File: src/rtl/pixel_fb_writer.sv
// Pixel-stream sink: buffers rasterizer beats in a small FIFO and writes them to the framebuffer.
// Also sweeps the whole framebuffer with a fill colour on request.
module pixel_fb_writer #(
    parameter int unsigned COORD_WIDTH = 16,
    parameter int unsigned COLOR_WIDTH = 8,
    parameter int unsigned FB_WIDTH    = 320,
    parameter int unsigned FB_HEIGHT   = 180,
    parameter int unsigned FIFO_DEPTH  = 8,
    parameter int unsigned SLACK       = 3,
    localparam int unsigned ADDR_WIDTH = $clog2(FB_WIDTH * FB_HEIGHT)
) (
    input  logic                          clk_in,
    input  logic                          rst_in,
    input  logic signed [COORD_WIDTH-1:0] x_in,
    input  logic signed [COORD_WIDTH-1:0] y_in,
    input  logic                          pixel_valid,
    input  logic [COLOR_WIDTH-1:0]        color_in,
    output logic                          oe_out,
    input  logic                          start_clear,
    input  logic [COLOR_WIDTH-1:0]        clear_color,
    output logic [ADDR_WIDTH-1:0]         fb_addr,
    output logic [COLOR_WIDTH-1:0]        fb_data,
    output logic                          fb_we,
    input  logic                          fb_ready,
    output logic                          busy,
    output logic                          clear_done,
    output logic                          overflow
);

    localparam int unsigned PtrW   = $clog2(FIFO_DEPTH);
    localparam int unsigned CntW   = PtrW + 1;
    localparam int unsigned EntryW = 2 * COORD_WIDTH + COLOR_WIDTH;
    localparam logic [ADDR_WIDTH-1:0] LastAddr = ADDR_WIDTH'(FB_WIDTH * FB_HEIGHT - 1);
    localparam logic signed [COORD_WIDTH-1:0] XLimit = COORD_WIDTH'(FB_WIDTH);
    localparam logic signed [COORD_WIDTH-1:0] YLimit = COORD_WIDTH'(FB_HEIGHT);
    localparam logic [CntW-1:0] FullCnt  = CntW'(FIFO_DEPTH);
    localparam logic [CntW-1:0] OeThresh = CntW'(FIFO_DEPTH - SLACK);

    typedef enum logic [1:0] {StWrite, StClearWait, StClear, StClearDone} state_e;

    state_e                  state_q, state_d;
    logic [EntryW-1:0]       mem_q [FIFO_DEPTH];
    logic [PtrW-1:0]         wr_ptr_q, rd_ptr_q;
    logic [CntW-1:0]         count_q, count_d;
    logic                    push_q;
    logic                    fb_we_q, fb_we_d;
    logic [ADDR_WIDTH-1:0]   fb_addr_q, fb_addr_d;
    logic [COLOR_WIDTH-1:0]  fb_data_q, fb_data_d;
    logic [ADDR_WIDTH-1:0]   clear_addr_q, clear_addr_d;
    logic [COLOR_WIDTH-1:0]  clear_color_q, clear_color_d;
    logic                    oe_q, busy_q, clear_done_q, overflow_q;

    logic                          push, pop, head_ready, load_ok, head_in_range;
    logic signed [COORD_WIDTH-1:0] head_x, head_y;
    logic [COLOR_WIDTH-1:0]        head_color;
    logic [ADDR_WIDTH-1:0]         pix_addr;

    assign push    = pixel_valid && (count_q != FullCnt);
    assign load_ok = !fb_we_q || fb_ready;
    // The entry written on the previous edge is not yet readable, as with a registered-read RAM.
    assign head_ready = count_q > CntW'(push_q);

    assign {head_x, head_y, head_color} = mem_q[rd_ptr_q];
    assign head_in_range = !head_x[COORD_WIDTH-1] && (head_x < XLimit) &&
                           !head_y[COORD_WIDTH-1] && (head_y < YLimit);
    assign pix_addr = ADDR_WIDTH'($unsigned(head_y)) * ADDR_WIDTH'(FB_WIDTH) +
                      ADDR_WIDTH'($unsigned(head_x));

    always_comb begin
        state_d       = state_q;
        fb_we_d       = fb_we_q;
        fb_addr_d     = fb_addr_q;
        fb_data_d     = fb_data_q;
        clear_addr_d  = clear_addr_q;
        clear_color_d = clear_color_q;
        pop           = 1'b0;
        if (load_ok) begin
            fb_we_d = 1'b0;
        end
        unique case (state_q)
            StWrite: begin
                if (start_clear) begin
                    state_d       = StClearWait;
                    clear_color_d = clear_color;
                end
                if (load_ok && head_ready) begin
                    pop = 1'b1;
                    if (head_in_range) begin
                        fb_we_d   = 1'b1;
                        fb_addr_d = pix_addr;
                        fb_data_d = head_color;
                    end
                end
            end
            StClearWait: begin
                if (!fb_we_q) begin
                    state_d      = StClear;
                    clear_addr_d = '0;
                end
            end
            StClear: begin
                if (fb_we_q && fb_ready && (fb_addr_q == LastAddr)) begin
                    state_d = StClearDone;
                end else if (load_ok) begin
                    fb_we_d      = 1'b1;
                    fb_addr_d    = clear_addr_q;
                    fb_data_d    = clear_color_q;
                    clear_addr_d = clear_addr_q + ADDR_WIDTH'(1);
                end
            end
            StClearDone: begin
                state_d = StWrite;
            end
        endcase
    end

    always_comb begin
        count_d = count_q;
        if (push && !pop) begin
            count_d = count_q + CntW'(1);
        end else if (!push && pop) begin
            count_d = count_q - CntW'(1);
        end
    end

    always_ff @(posedge clk_in) begin
        if (push) begin
            mem_q[wr_ptr_q] <= {x_in, y_in, color_in};
        end
    end

    always_ff @(posedge clk_in) begin
        if (rst_in) begin
            state_q       <= StWrite;
            wr_ptr_q      <= '0;
            rd_ptr_q      <= '0;
            count_q       <= '0;
            push_q        <= 1'b0;
            fb_we_q       <= 1'b0;
            fb_addr_q     <= '0;
            fb_data_q     <= '0;
            clear_addr_q  <= '0;
            clear_color_q <= '0;
            oe_q          <= 1'b0;
            busy_q        <= 1'b0;
            clear_done_q  <= 1'b0;
            overflow_q    <= 1'b0;
        end else begin
            state_q       <= state_d;
            count_q       <= count_d;
            push_q        <= push;
            fb_we_q       <= fb_we_d;
            fb_addr_q     <= fb_addr_d;
            fb_data_q     <= fb_data_d;
            clear_addr_q  <= clear_addr_d;
            clear_color_q <= clear_color_d;
            if (push) begin
                wr_ptr_q <= wr_ptr_q + PtrW'(1);
            end
            if (pop) begin
                rd_ptr_q <= rd_ptr_q + PtrW'(1);
            end
            if (pixel_valid && (count_q == FullCnt)) begin
                overflow_q <= 1'b1;
            end
            oe_q         <= (count_d <= OeThresh) && (state_d == StWrite);
            busy_q       <= (count_d != '0) || fb_we_d || (state_d != StWrite);
            clear_done_q <= (state_d == StClearDone);
        end
    end

    assign oe_out     = oe_q;
    assign fb_we      = fb_we_q;
    assign fb_addr    = fb_addr_q;
    assign fb_data    = fb_data_q;
    assign busy       = busy_q;
    assign clear_done = clear_done_q;
    assign overflow   = overflow_q;

endmodule

File: config.mk
export PLATFORM = sky130hd
export DESIGN_NAME = pixel_fb_writer
export DESIGN_NICKNAME = d
export VERILOG_FILES = /design/src/rtl/pixel_fb_writer.sv
export SDC_FILE = /design/constraint.sdc
export NUM_CORES = 1
export LEC_CHECK = 0
export BUFFER_PORTS_ARGS = -buffer_cell sky130_fd_sc_hd__buf_4
export CAP_MARGIN = 20
export CORE_MARGIN = 3
export CORE_UTILIZATION = 55
export CTS_CLUSTER_DIAMETER = 40
export DETAILED_ROUTE_END_ITERATION = 6
export GPL_ROUTABILITY_DRIVEN = 0
export GPL_TIMING_DRIVEN = 0
export PLACE_DENSITY = 0.76
export SLEW_MARGIN = 20
export SYNTH_ARGS = -nofsm -noshare
export SYNTH_HDL_FRONTEND = slang
export SYNTH_SLANG_ARGS = --single-unit
File: constraint.sdc
create_clock -name clk_in -period 5.5 [get_ports clk_in]
set_input_delay 0.55 -clock clk_in [delete_from_list [all_inputs] [get_ports clk_in]]
set_output_delay 0.55 -clock clk_in [all_outputs]
set_load 0.02 [all_outputs]
==> impl_metrics.tcl, run 1 <==
set metrics [dict create \
    clk_path_buf_depth 3 \
    cts_tree "done" \
    cp.required_ps 5940 \
    synth-edff-count 320 \
    h-tree-depth 2 \
    die_x_um 175 \
    wire_per_inst_um 22.4 \
    crit_family "buffers and inverters" \
    p_seq_share_pct 37.1 \
    worstMarginPinSlew_ps 1020 \
    outcome "finished, final reports clean" \
    max-slew-margin-rel_pct 31.4 \
    vias 8870 \
    ys_seq_elements 389 \
    grt_pass1_wl_um 53800 \
    drtIter0Drc 735 \
    layout-drive-gt1-share_pct 26.2 \
    synth_most_common_cell "edfxtp_1" \
    synth_area_um2 15600 \
    power.internal_uw 6600 \
    final_hold_viol_count 0 \
    synth_area_leaders "edfxtp_1 61%, mux4_2 10%, dfxtp_1 8.8%" \
    synthTopCellsByCount "320 x edfxtp_1, 85 x nand2_1, 70 x mux4_2, 69 x dfxtp_1, 68 x nor2_1" \
    cts.sinks 389 \
    clock-root-buffer "clkbuf_16" \
    clkTransAtPathRegs_ps 60 \
    io_pins 82 \
    dp_worst_setup_slack_ps -107 \
    grt_pass1_vias 9188 \
    area_growth_pct 19.8 \
    dr.pass1.iters 5 \
    comb_power_share_pct 30.3 \
    core_area_um2 27900 \
    power_uw 9490 \
    overflow 0 \
    cp_common_cell "ha_1" \
    finalSetupViolations 0 \
    fp.dieH_um 175 \
    period_share_pct 92.3 \
    ir_worst_vdd_uv 386 \
    dp_hpwl_um 23300 \
    synth_top_area_share_pct 61.4 \
    p_leak_uw 0.00648 \
    synth_nets 1032 \
    cts_made_buffers 44 \
    synth_top_area_cell "edfxtp_1" \
    finalWirelength_um 34200 \
    drv_cap 0 \
    start_util_pct 56.0 \
    fin_setup_tns_ps 0 \
    post-route-cell-area_um2 18700 \
    synth_cell_types 57 \
    post_cts.repair.setup_buffers 0 \
    slew_viol_final 0 \
    p_per_area_nw_per_um2 507 \
    netlist_instances 949 \
    antenna_cells 0 \
    startpoint_type "flip-flop" \
    ys.flop_type "edfxtp_1" \
    swShare_pct 30.5 \
    cpPeakStageDelay_ps 540 \
    synth-async-reset-ratio_pct 0 \
    layout.nets 1194 \
    fmaxAchievable_ghz 0.197 \
    fin_util_pct 67.1 \
    grt_max_degree 23 \
    vias_per_cell 5.82 \
    path_max_fanout 19 \
    crit_buf_inv 6 \
    numPortBuffers 80 \
    fin_worst_skew_ps 25.5 \
    setup_slack_ps 423 \
    fin_crit_ps 5080 \
    net-switching-power_uw 2890 \
    final_antenna_net_count 0 \
    clock_latency_ps 540 \
    crit_path_top_delay_cell "mux4_2" \
    yosysSeqAreaShare_pct 70.2 \
    endpoint_kind "flip-flop" \
    num_rows 61 \
    cp.arrival_ps 5520 \
    dpl_cell_area_um2 17200 \
    drc 0 \
    antenna_found_initial 1 \
    synth.avg_cell_area_um2 16.5 \
    path_class "reg2reg" \
    hold_path_class "in2reg" \
    track_usage_pct 23.0 \
    p_clk_share_pct 32.6 \
    yosysWarnings 0 \
    rsz0062_at_grt "no" \
    dieArea_um2 30500 \
    crit_chain "buf_6, buf_2, buf_4, buf_4, mux4_2, nand2_1, and2_1, inv_1, ha_1, ha_1, fa_1, a21o_1, a21oi_1, xnor2_1, ha_1, inv_1, a211oi_1, or3_1, a31oi_1, a211oi_1" \
]
[layout make-up]
class / count / area [µm²]
plain buffers: 40 / 205
inverters: 19 / 71.3
flip-flops and latches: 389 / 11000
multi-input cells: 500 / 4440
fillers: 1918 / 9200
clock buffers: 49 / 1150
well taps: 378 / 473
repair buffers: 117 / 991
clock inverters: 33 / 419
[worst register-to-register path: cells and delay by family (launching register included)]
family / cells / cell delay [ps]
AO/OA/AOI/OAI: 5 / 1060
flip-flops: 1 / 330
AND/OR/NAND/NOR: 3 / 390
XOR/XNOR: 1 / 120
multiplexers: 1 / 560
adder cells (fa/ha/maj): 4 / 1250
buffers and inverters: 6 / 1290
[cell usage in the layout, fill, tap and decap left out, types with 6 or more instances in the layout]
master       n
ha_1        28
nor3_1       7
a21o_1       6
nand3_1      7
a211o_1     16
clkbuf_16   45
nor2_1      65
nor2b_1      8
xnor2_1     16
inv_1       18
inv_6       11
mux2i_1     26
nand2b_1     6
buf_4      106
a21oi_1     39
o21ai_0      8
bufinv_16    8
xor2_1      18
nor4_1      10
buf_6        9
mux2_2       7
buf_2        9
edfxtp_1   320
dfxtp_1     69
mux4_2      70
nand2_1     85
clkbuf_1    23
[power by group through the flow]
| stage | Sequential [µW] | Clock [µW] | Combinational [µW] |
|---|---|---|---|
| finish | 3520 | 3090 | 2880 |
| global route | 3540 | 3270 | 3170 |
| CTS | 3520 | 3140 | 2870 |
| detailed placement | 3580 | 0 | 2830 |
| global placement | 3600 | 0 | 2720 |
| floorplan | 3600 | 0 | 2030 |
[flip-flops by register name (all words and copies together) (netlist names), 2 cells and up, named ones only]
name / flops
clear_addr_q: 16
clear_color_q: 8
count_q: 4
fb_addr: 16
fb_data: 8
mem_q: 320
rd_ptr_q: 3
state_q: 2
wr_ptr_q: 3
[worst paths after layout]
kind                     from                to  slack, ps  cells past startpoint
max                 flip-flop       fb_addr[14]        420                     20
min                   y_in[3]      mem_q[5][11]        240                      1
max reg2reg         flip-flop       fb_addr[14]        420                     20
min reg2reg  clear_color_q[1]  clear_color_q[1]        460                      2
[through the flow]
step | hold WS [ps] | std cells
floorplan | 437 | 949
global placement | 443 | 1407
detailed placement | 450 | 1444
CTS | 230 | 1526
global route | 238 | 1525
finish | 242 | 1525
[logic make-up (layout without fill, tap and decap cells)]
logic type                 count (synthesis)  in the layout  share of synthesized area (%)
adders and majority gates                 30             30                           2.49
and+or+nand+nor                          228            228                           6.65
xor gates and xnor gates                  34             34                           1.90
DFF                                      389            389                           70.2
muxes                                    103            103                           12.2
AOI/OAI and AO/OA                        105            105                           4.76
buffers and inverters                     60            258                           1.71
[per-layer routing]
layer	vias up	share of wire [%]	track usage [%]
met3	55	7.1	4.15
met1	4454	42	32.5
li1	4020	-	-
met2	339	49	37.1
met5	-	0.041	0
met4	2	2.2	6.72
[what timing repair did]
action | CTS | global route
resized for setup | 3 | 5
hold endpoints to repair | 0 | 0
setup endpoints to repair | 2 | 2
hold buffers | 0 | 0
Power figures use the tool's default switching activity.
==> run 2, diff against run 1 <==
--- a/config.mk
+++ b/config.mk
@@ -5,15 +5,15 @@
 export SDC_FILE = /design/constraint.sdc
 export NUM_CORES = 1
 export LEC_CHECK = 0
-export BUFFER_PORTS_ARGS = -buffer_cell sky130_fd_sc_hd__buf_4
 export CAP_MARGIN = 20
 export CORE_MARGIN = 3
-export CORE_UTILIZATION = 55
+export CORE_UTILIZATION = 57
 export CTS_CLUSTER_DIAMETER = 40
 export DETAILED_ROUTE_END_ITERATION = 6
+export DONT_BUFFER_PORTS = 1
 export GPL_ROUTABILITY_DRIVEN = 0
 export GPL_TIMING_DRIVEN = 0
-export PLACE_DENSITY = 0.76
+export PLACE_DENSITY = 0.75
 export SLEW_MARGIN = 20
 export SYNTH_ARGS = -nofsm -noshare
 export SYNTH_HDL_FRONTEND = slang
==> run 2 against run 1 <==
Compared with the run above: sequential cell count did not move; critical path depth rose by 1; sequential share of layout area rose by 2.1 points; hold slack lost 140 ps; via count decreased by 3.2%; clock skew about the same; sequential power up 1%; register-to-register slack worse by 130 ps; routed wire length down 1.9%; die area is 3.4% lower; critical path type unchanged; largest cell class unchanged.
==> impl_metrics.tcl, run 2 (same netlist as run 1, synthesis figures left out) <==
set metrics [dict create \
    cp.required_ps 5890 \
    largest_register_ffs 320 \
    fin_worst_skew_ps 25.7 \
    p_per_area_nw_per_um2 519 \
    cts.sinks 389 \
    drc 0 \
    cts_made_buffers 46 \
    path_max_fanout 10 \
    dr.pass1.iters 5 \
    finalSetupViolations 0 \
    timing.hold.ws_ps 97.5 \
    final_hold_viol_count 0 \
    clock_latency_ps 540 \
    fp.dieH_um 172 \
    fin_crit_ps 5210 \
    finalWirelength_um 33600 \
    dp_worst_setup_slack_ps -84.5 \
    worstMarginPinSlew_ps 944 \
    slew_viol_final 0 \
    area_growth_pct 15.7 \
    drv_cap 0 \
    io_pins 82 \
    overflow 0 \
    start_util_pct 58.1 \
    clk_path_buf_depth 3 \
    cts_hold_buf 0 \
    max-slew-margin-rel_pct 36.3 \
    cts_tree "done" \
    outcome "finished, final reports clean" \
    cp.arrival_ps 5600 \
    fmaxAchievable_ghz 0.192 \
    hold_path_class "in2reg" \
    max_flop_register "mem_q" \
    wire_per_inst_um 23.8 \
    antenna_cells 0 \
    num_rows 60 \
    grt_pass1_vias 8604 \
    ir_worst_vdd_uv 376 \
    fin_util_pct 67.2 \
    post-route-cell-area_um2 18100 \
    p_leak_uw 0.00609 \
    grt_max_degree 23 \
    setup_slack_ps 291 \
    vias 8585 \
    vias_per_cell 6.08 \
    clock-root-buffer "clkbuf_16" \
    numPortBuffers 0 \
    rsz0062_at_grt "no" \
    final_cell_mix "320 x edfxtp_1, 85 x nand2_1, 70 x mux4_2, 69 x dfxtp_1, 65 x nor2_1" \
    layout-drive-gt1-share_pct 20.6 \
    final_antenna_net_count 0 \
    final_common_cell "edfxtp_1" \
    clkTransAtPathRegs_ps 60 \
    drtIter0Drc 791 \
    dp_hpwl_um 22700 \
    fin_cells 1412 \
    antenna_found_initial 0 \
    core_area_um2 27000 \
    period_share_pct 94.7 \
    startpoint_type "flip-flop" \
    h-tree-depth 2 \
    dpl_cell_area_um2 16500 \
    layout.nets 1118 \
    endpoint_kind "flip-flop" \
    dp_cells 1328 \
    track_usage_pct 23.1 \
    die_x_um 172 \
    grt_pass1_wl_um 50500 \
    path_class "reg2reg" \
    dieArea_um2 29500 \
]
[run 2: cell types whose count changed in the layout (fill, tap and decap cells not counted)]
| cell | delta |
|---|---|
| clkinvlp_2 | +1 |
| buf_2 | +4 |
| clkinv_2 | -1 |
| clkinv_1 | -1 |
| clkbuf_2 | -1 |
| clkbuf_1 | +4 |
| buf_4 | -82 |
| clkbuf_16 | +1 |
| clkinv_4 | +2 |
| bufinv_16 | -1 |
| clkbuf_8 | -1 |
| clkinvlp_4 | -2 |
| clkinv_8 | +1 |
[run 2: final cells by class]
cell class | instances | area (µm²)
Inverter | 19 | 71.3
Fill cell | 1731 | 8850
Timing Repair Buffer | 38 | 387
Tap cell | 341 | 427
Buffer | 41 | 213
Multi-Input combinational cell | 500 | 4440
Clock inverter | 32 | 404
Clock buffer | 52 | 1170
Sequential cell | 389 | 11000
[run 2: timing repair]
| item | CTS | global route |
|---|---|---|
| buffers inserted | 0 | 0 |
| resized for setup | 3 | 9 |
| setup endpoints to repair | 2 | 3 |
| hold endpoints to repair | 0 | 0 |
[run 2: metrics by stage]
stage / total power, µW / TNS [ps]
floorplan: 5630 / 0
detailed placement: 6300 / -92.1
CTS: 9410 / 0
finish: 9400 / 0
global route: 9850 / 0
global placement: 6240 / -422450
[run 2: worst max-delay path: stages (launching register included)]
cell and delay, ps:
dfxtp_1 330, buf_6 160, buf_2 290, clkbuf_4 330, buf_4 270, buf_6 230
mux4_2 530, nand2_1 90, and2_1 190, inv_1 80, ha_1 270, ha_1 220
fa_1 410, a21o_1 170, a21oi_1 250, xnor2_1 150, ha_1 270, inv_1 80
a211oi_1 50, or3_1 310, a31oi_1 250, a211oi_1 110
[run 2: power by group]
group	total, µW	internal, µW	switching, µW
sequential	3560	3420	143
clock	3100	1900	1200
combinational	2740	1200	1540
total	9400	6520	2880
[run 2: metal layers]
metal | GRT usage [%] | wire length [µm]
met5 | 0 | 0
met4 | 6.09 | 583
met3 | 4.76 | 2920
met2 | 37.5 | 16400
met1 | 32.5 | 13600
[run 2: final timing paths]
path | startpoint | to | slack, ps | depth (start not counted)
worst min-delay path | x_in[5] | mem_q[7][29] | 100 | 0
worst max register to register | flip-flop | fb_addr[14] | 290 | 21
worst max-delay path | flip-flop | fb_addr[14] | 290 | 21
worst min register to register | clear_color_q[0] | clear_color_q[0] | 460 | 2
